`src/rtl/wb_stage.sv`:
```
// ---------------------------------------------------------------------------
// wb_stage -- writeback stage placed directly in front of the register file.
//
// Holds a single MEM/WB entry, aligns and sign-extends load data, and
// produces a byte-granular write mask so that the partial-word loads LWL and
// LWR are merged by the register file itself (no read-modify-write of rt).
//
// Ports:
//   clk, rst            clock, asynchronous active-high reset
//   in_valid/in_ready   upstream handshake (entry accepted when both high)
//   in_op               0 ALU, 1 LB, 2 LBU, 3 LH, 4 LHU, 5 LW, 6 LWL, 7 LWR,
//                       8-15 reserved
//   in_addr_lo          load address bits [1:0]
//   in_rdata            word-aligned little-endian memory read data
//   in_alu              ALU result (op 0)
//   in_wen, in_dest     GPR write request and destination register
//   hold, flush         freeze the stage / discard its contents
//   reg_we, WR, WD      register file byte enables, register number, data
//   fwd_we/dest/data    forwarding copies of reg_we / WR / WD
//   retire_cnt          number of entries retired (wraps)
//   misalign            sticky: a misaligned LH/LHU/LW has been retired
// ---------------------------------------------------------------------------
module wb_stage #(
  parameter int CNT_W = 32
) (
  input  logic             clk,
  input  logic             rst,
  input  logic             in_valid,
  output logic             in_ready,
  input  logic [3:0]       in_op,
  input  logic [1:0]       in_addr_lo,
  input  logic [31:0]      in_rdata,
  input  logic [31:0]      in_alu,
  input  logic             in_wen,
  input  logic [4:0]       in_dest,
  input  logic             hold,
  input  logic             flush,
  output logic [3:0]       reg_we,
  output logic [4:0]       WR,
  output logic [31:0]      WD,
  output logic [3:0]       fwd_we,
  output logic [4:0]       fwd_dest,
  output logic [31:0]      fwd_data,
  output logic [CNT_W-1:0] retire_cnt,
  output logic             misalign
);

  typedef enum logic [3:0] {
    OP_ALU = 4'd0,
    OP_LB  = 4'd1,
    OP_LBU = 4'd2,
    OP_LH  = 4'd3,
    OP_LHU = 4'd4,
    OP_LW  = 4'd5,
    OP_LWL = 4'd6,
    OP_LWR = 4'd7
  } op_e;

  // Stage registers (one MEM/WB entry)
  logic        stage_valid;
  logic [3:0]  stage_op;
  logic [1:0]  stage_a;
  logic [31:0] stage_rdata;
  logic [31:0] stage_alu;
  logic        stage_wen;
  logic [4:0]  stage_dest;

  logic        accept;
  logic        retire;
  logic        misaligned;
  logic [3:0]  lane_we;
  logic [31:0] wd_c;
  logic [7:0]  sel_byte;
  logic [15:0] sel_half;

  // flush always wins; a held full stage cannot take a new entry.
  assign in_ready = !flush && (!stage_valid || !hold);
  assign accept   = in_valid && in_ready;
  assign retire   = stage_valid && !hold && !flush;

  // NOTE: sequential state uses non-blocking assignments so every register
  // samples the pre-edge values, independent of statement order.
  always_ff @(posedge clk or posedge rst) begin
    if (rst) begin
      stage_valid <= 1'b0;
      stage_op    <= '0;
      stage_a     <= '0;
      stage_rdata <= '0;
      stage_alu   <= '0;
      stage_wen   <= 1'b0;
      stage_dest  <= '0;
      retire_cnt  <= '0;
      misalign    <= 1'b0;
    end else begin
      if (flush) begin
        stage_valid <= 1'b0;
      end else if (accept) begin
        stage_valid <= 1'b1;
        stage_op    <= in_op;
        stage_a     <= in_addr_lo;
        stage_rdata <= in_rdata;
        stage_alu   <= in_alu;
        stage_wen   <= in_wen;
        stage_dest  <= in_dest;
      end else if (retire) begin
        stage_valid <= 1'b0;
      end

      // Every retire counts, whether or not it writes a register.
      if (retire) begin
        retire_cnt <= retire_cnt + CNT_W'(1);
        if (misaligned) misalign <= 1'b1;
      end
    end
  end

  assign sel_byte = stage_rdata[{stage_a, 3'b000} +: 8];
  assign sel_half = stage_a[1] ? stage_rdata[31:16] : stage_rdata[15:0];

  // NOTE: every signal written here gets a default first, so no path through
  // the case statement can leave one unassigned and infer a latch.
  always_comb begin
    wd_c       = '0;
    lane_we    = 4'b0000;
    misaligned = 1'b0;
    case (stage_op)
      OP_ALU: begin
        wd_c    = stage_alu;
        lane_we = 4'b1111;
      end
      OP_LB: begin
        wd_c    = {{24{sel_byte[7]}}, sel_byte};
        lane_we = 4'b1111;
      end
      OP_LBU: begin
        wd_c    = {24'h0, sel_byte};
        lane_we = 4'b1111;
      end
      OP_LH: begin
        wd_c       = {{16{sel_half[15]}}, sel_half};
        lane_we    = 4'b1111;
        misaligned = stage_a[0];
      end
      OP_LHU: begin
        wd_c       = {16'h0, sel_half};
        lane_we    = 4'b1111;
        misaligned = stage_a[0];
      end
      OP_LW: begin
        wd_c       = stage_rdata;
        lane_we    = 4'b1111;
        misaligned = (stage_a != 2'd0);
      end
      // LWL fills the upper bytes of rt: shift left, enable the top lanes.
      OP_LWL: begin
        wd_c    = stage_rdata << {2'd3 - stage_a, 3'b000};
        lane_we = 4'b1111 << (2'd3 - stage_a);
      end
      // LWR fills the lower bytes of rt: shift right, enable the low lanes.
      OP_LWR: begin
        wd_c    = stage_rdata >> {stage_a, 3'b000};
        lane_we = 4'b1111 >> stage_a;
      end
      default: begin
        // Reserved ops: no write, not flagged.
        wd_c    = '0;
        lane_we = 4'b0000;
      end
    endcase
  end

  // WR/WD always reflect the stage; only the enables are masked.
  assign reg_we = (stage_valid && !hold && !flush && stage_wen &&
                   (stage_dest != 5'd0) && !misaligned) ? lane_we : 4'b0000;
  assign WR     = stage_dest;
  assign WD     = wd_c;

  assign fwd_we   = reg_we;
  assign fwd_dest = WR;
  assign fwd_data = WD;

endmodule

```
`config.mk`:
```
export PLATFORM = sky130hd
export DESIGN_NAME = wb_stage
export DESIGN_NICKNAME = d
export VERILOG_FILES = /design/src/rtl/wb_stage.sv
export SDC_FILE = /design/constraint.sdc
export NUM_CORES = 1
export LEC_CHECK = 0
export ABC_AREA = 1
export CORE_ASPECT_RATIO = 1.4
export CORE_MARGIN = 4
export CORE_UTILIZATION = 45
export CTS_CLUSTER_DIAMETER = 120
export DETAILED_ROUTE_END_ITERATION = 8
export DONT_BUFFER_PORTS = 1
export HOLD_SLACK_MARGIN = 0.02
export PLACE_DENSITY = 0.72
export SYNTH_ARGS = -nofsm -noshare
export SYNTH_HDL_FRONTEND = slang
export SYNTH_SLANG_ARGS = --single-unit
```
`constraint.sdc`:
```
create_clock -name clk -period 4.95 [get_ports clk]
set_input_delay 0.7425 -clock clk [delete_from_list [all_inputs] [get_ports clk]]
set_output_delay 0.7425 -clock clk [all_outputs]
set_load 0.01 [all_outputs]
```
==> key figures <==
Yosys
  – Post-synthesis xor/xnor area fraction: 0.0264
  – Post-synth top flop: dfrtp_1
  – EDFF count, synth: 0
  – Syn_area_per_cell: 7.29 um^2
  – Seq cells post-synth: 110
  – Syn Inst Count: around 960
  – Commonest cells post-synth: nand2_1 (215), nor2_1 (159), dfrtp_1 (110)
  – Largest family of logic cells by synthesized area: simple AND/OR/NAND/NOR gates
  – Cell taking the most area after synthesis: dfrtp_1
  – Ys Warns: 0
  – Mapped Nets: 1,038
  – Area contributors post-synth: dfrtp_1 (40%), nand2_1 (12%), nor2_1 (8.6%)
  – Synth top area share: 0.395
  – Mapped Area: 0.00697 mm^2
  – Async set or reset register ratio after synthesis: 1.00
  – Compound-cell area share of the yosys netlist: 0.110
  – Post-synth cell types: 32
  – Post-Synth Adder-Cell Area: 0.00180
  – Post-synthesis mux area share: 0.0420
  – Post-Synth Simple-Gate Area: 0.298
  – Most frequent cell after synthesis: nand2_1
  – Sequential-to-total area share from yosys stat: 0.395

Placement
  – GP Congestion: a little under 1
  – I/O Buffers: 0
  – Post-DP HPWL: roughly 16 mm

CTS
  – Post_cts resized: 0
  – Hold Buf Count CTS: 0
  – Total CTS buffers: 9
  – Root Driver: clkbuf_16
  – Clk sinks: 110
  – CTS max path bufs: 2
  – Clock transition at path regs: approximately 0.080 ns
  – Worst-Skew Late Latency: around 0.36 ns
  – CTS H-tree lvls: 3
  – CTS tree: done
  – Setup Fix Bufs, Post-CTS: 0

Timing
  – Setup TNS: 0 ns
  – Fmax: 0.243 GHz
  – Tmin final: 4.12 ns
  – Slew @ Worst Pin: 1.09 ns
  – Max-Slew Margin vs Limit: 0.272
  – Count of final hold-check violations: 0
  – Worst hold slack: approximately 0.33 ns
  – RSZ-0062 raised after global routing: no
  – Final setup viols: 0
  – Clock Skew: approximately 0.012 ns
  – Final Cycle Share: 0.832
  – Max-slew violation count: 0

Floorplanning
  – Initial Util: 0.461
  – Die H: 155 um
  – FP Rows: 53
  – Total Die Area: 0.0176 mm^2
  – CORE AREA: 0.0151 mm^2
  – Top-Level Pins: 197
  – Die width: 113 um

Cells and area
  – Fillers: 1,579
  – Area grow syn2layout: 0.844%
  – Fin nets: 976
  – Fraction of layout cells with a size suffix above 1: 0.0845

GRT
  – Vias in the first global route: 5,986
  – Largest net degree at the start of global routing: 84
  – GR Overflow Total: 0
  – Initial antenna violation count: 6
  – First-pass GRT wire length: 32.7 mm
  – GRT Total Usage: 0.241

Drt
  – Post-DRT Antenna Nets: 0
  – DR vias: 6,083
  – Vias/cell: approximately 5.6
  – First-pass iteration count of the detailed router: 5
  – Drt wl/cell: 19.0 um
  – Initial DRC Count: between 300 and 400
  – Post-Route WL: around 21 mm
  – DRC: 0

Run
  – Max-Cap Viols: 0

Setup path
  – CP max stage delay: 0.76 ns
  – R2R setup slack: between 2 and 3 ns
  – Crit path cell chain: buf_4, inv_1, nand2_1, nand3b_1, inv_1, nor2_1, nand2_1
  – CP Launch Type: flip-flop
  – Reg2reg path depth: 4
  – FF-to-FF Start: stage_valid$_DFFE_PP0P_
  – Crit path capture: fwd_data[8]
  – Critical Path Fanout Max: 50
  – Critical Path End Type: output pin
  – Worst setup path class: flip-flop to output pin
  – FF-to-FF End: WR[0]$_DFFE_PP0P_
  – Worst Path Required: ~4.2 ns
  – CP arrival: between 3 and 4 ns
  – Crit path from: stage_a[1]$_DFFE_PP0P_
  – Slowest cell on the critical path: nand3b_1

Run status
  – Outcome: finished clean

Worst hold path
  – Hold Path Class: input pin to asynchronous set/reset pin

Power and ir drop
  – Total power: 0.00253 W
  – Cell Pwr Density: 359 mW/mm^2
  – VDD IR max: 0.162 mV
  – P_leak: 3.37 nW
final cells by class:
type                    instances  area (um^2)  area share
multi-input cells             673         3340       0.475
flip-flops and latches        110         2750       0.392
inverters                      96          363      0.0517
well taps                     192          240      0.0342
clock buffers                   9          225      0.0321
clock inverters                 7         72.6      0.0103
repair buffers                  4         30.0     0.00428
diodes                          2         5.00    0.000713
placed cells by master, fill, tap and decap left out, types with 9 or more instances in the layout:
master,Yosys,final
o22ai_1,12,12
xor2_1,12,12
nand2_1,215,215
nand4_1,29,29
o21ai_0,45,45
xnor2_1,9,9
mux2_2,26,26
dfrtp_1,110,110
nand3_1,38,38
a21oi_1,71,71
clkbuf_16,0,9
nor2_1,159,159
inv_1,92,91
flip-flops by register name, summed over array words and instances (netlist names):
signal       cells
retire_cnt      32
stage_alu       32
stage_rdata     32
WR               5
stage_op         4
stage_a          2
misalign         1
stage_valid      1
stage_wen        1
how the worst min path moves through the flow:
| stage | slack (ns) | to | from | cells after the start |
|---|---|---|---|---|
| floorplan | 0.48 | stage_alu[13]$_DFFE_PP0P_ | stage_alu[13]$_DFFE_PP0P_ | 2 |
| global placement | 0.49 | stage_alu[11]$_DFFE_PP0P_ | stage_alu[11]$_DFFE_PP0P_ | 1 |
| detailed placement | 0.49 | stage_alu[27]$_DFFE_PP0P_ | stage_alu[27]$_DFFE_PP0P_ | 1 |
| CTS | 0.37 | retire_cnt[18]$_DFFE_PP0P_ | rst | 1 |
| global route | 0.39 | retire_cnt[18]$_DFFE_PP0P_ | rst | 1 |
| finish | 0.33 | retire_cnt[18]$_DFFE_PP0P_ | rst | 1 |
worst max-delay path: cells and delay by family (launching register included):
| kind | cells | cell delay, ns |
|---|---|---|
| flip-flops | 1 | 0.33 |
| AND/OR/NAND/NOR | 4 | 1.24 |
| buffers and inverters | 3 | 1.39 |
kinds of logic (layout without fill, tap and decap cells):
group | count (synthesis) | in the layout
other | 0 | 2
buffers and inverters | 173 | 116
xor gates and xnor gates | 21 | 21
and+or+nand+nor | 481 | 481
adders and majority gates | 1 | 1
AOI/OAI and AO/OA | 144 | 144
muxes | 26 | 26
DFF | 110 | 110
power by group:
group / internal, W / switching (W)
sequential: 0.00101 / 0.000122
combinational: 0.000181 / 0.000473
clock: 0.000358 / 0.000379
total: 0.00155 / 0.000974
through the flow:
stage          instance area (um^2)  instances  worst slack [ns]  utilization
2_1_floorplan                  6970        956              1.31            -
3_3_place_gp                   6720       1075              1.29        0.445
3_5_place_dp                   6720       1075              1.27        0.445
4_1_cts                        7020       1091             0.877        0.464
5_1_grt                        7020       1093             0.562        0.465
6_report                       7020       1093             0.833        0.465
metal layers:
layer  vias up  share of wire  GRT usage
met5         -         0.0026          0
met4         8          0.043      0.117
met3        62          0.094     0.0735
met2       306           0.49      0.409
met1      2790           0.37      0.275
li1       2917              -          -
Power figures use the tool's default switching activity.
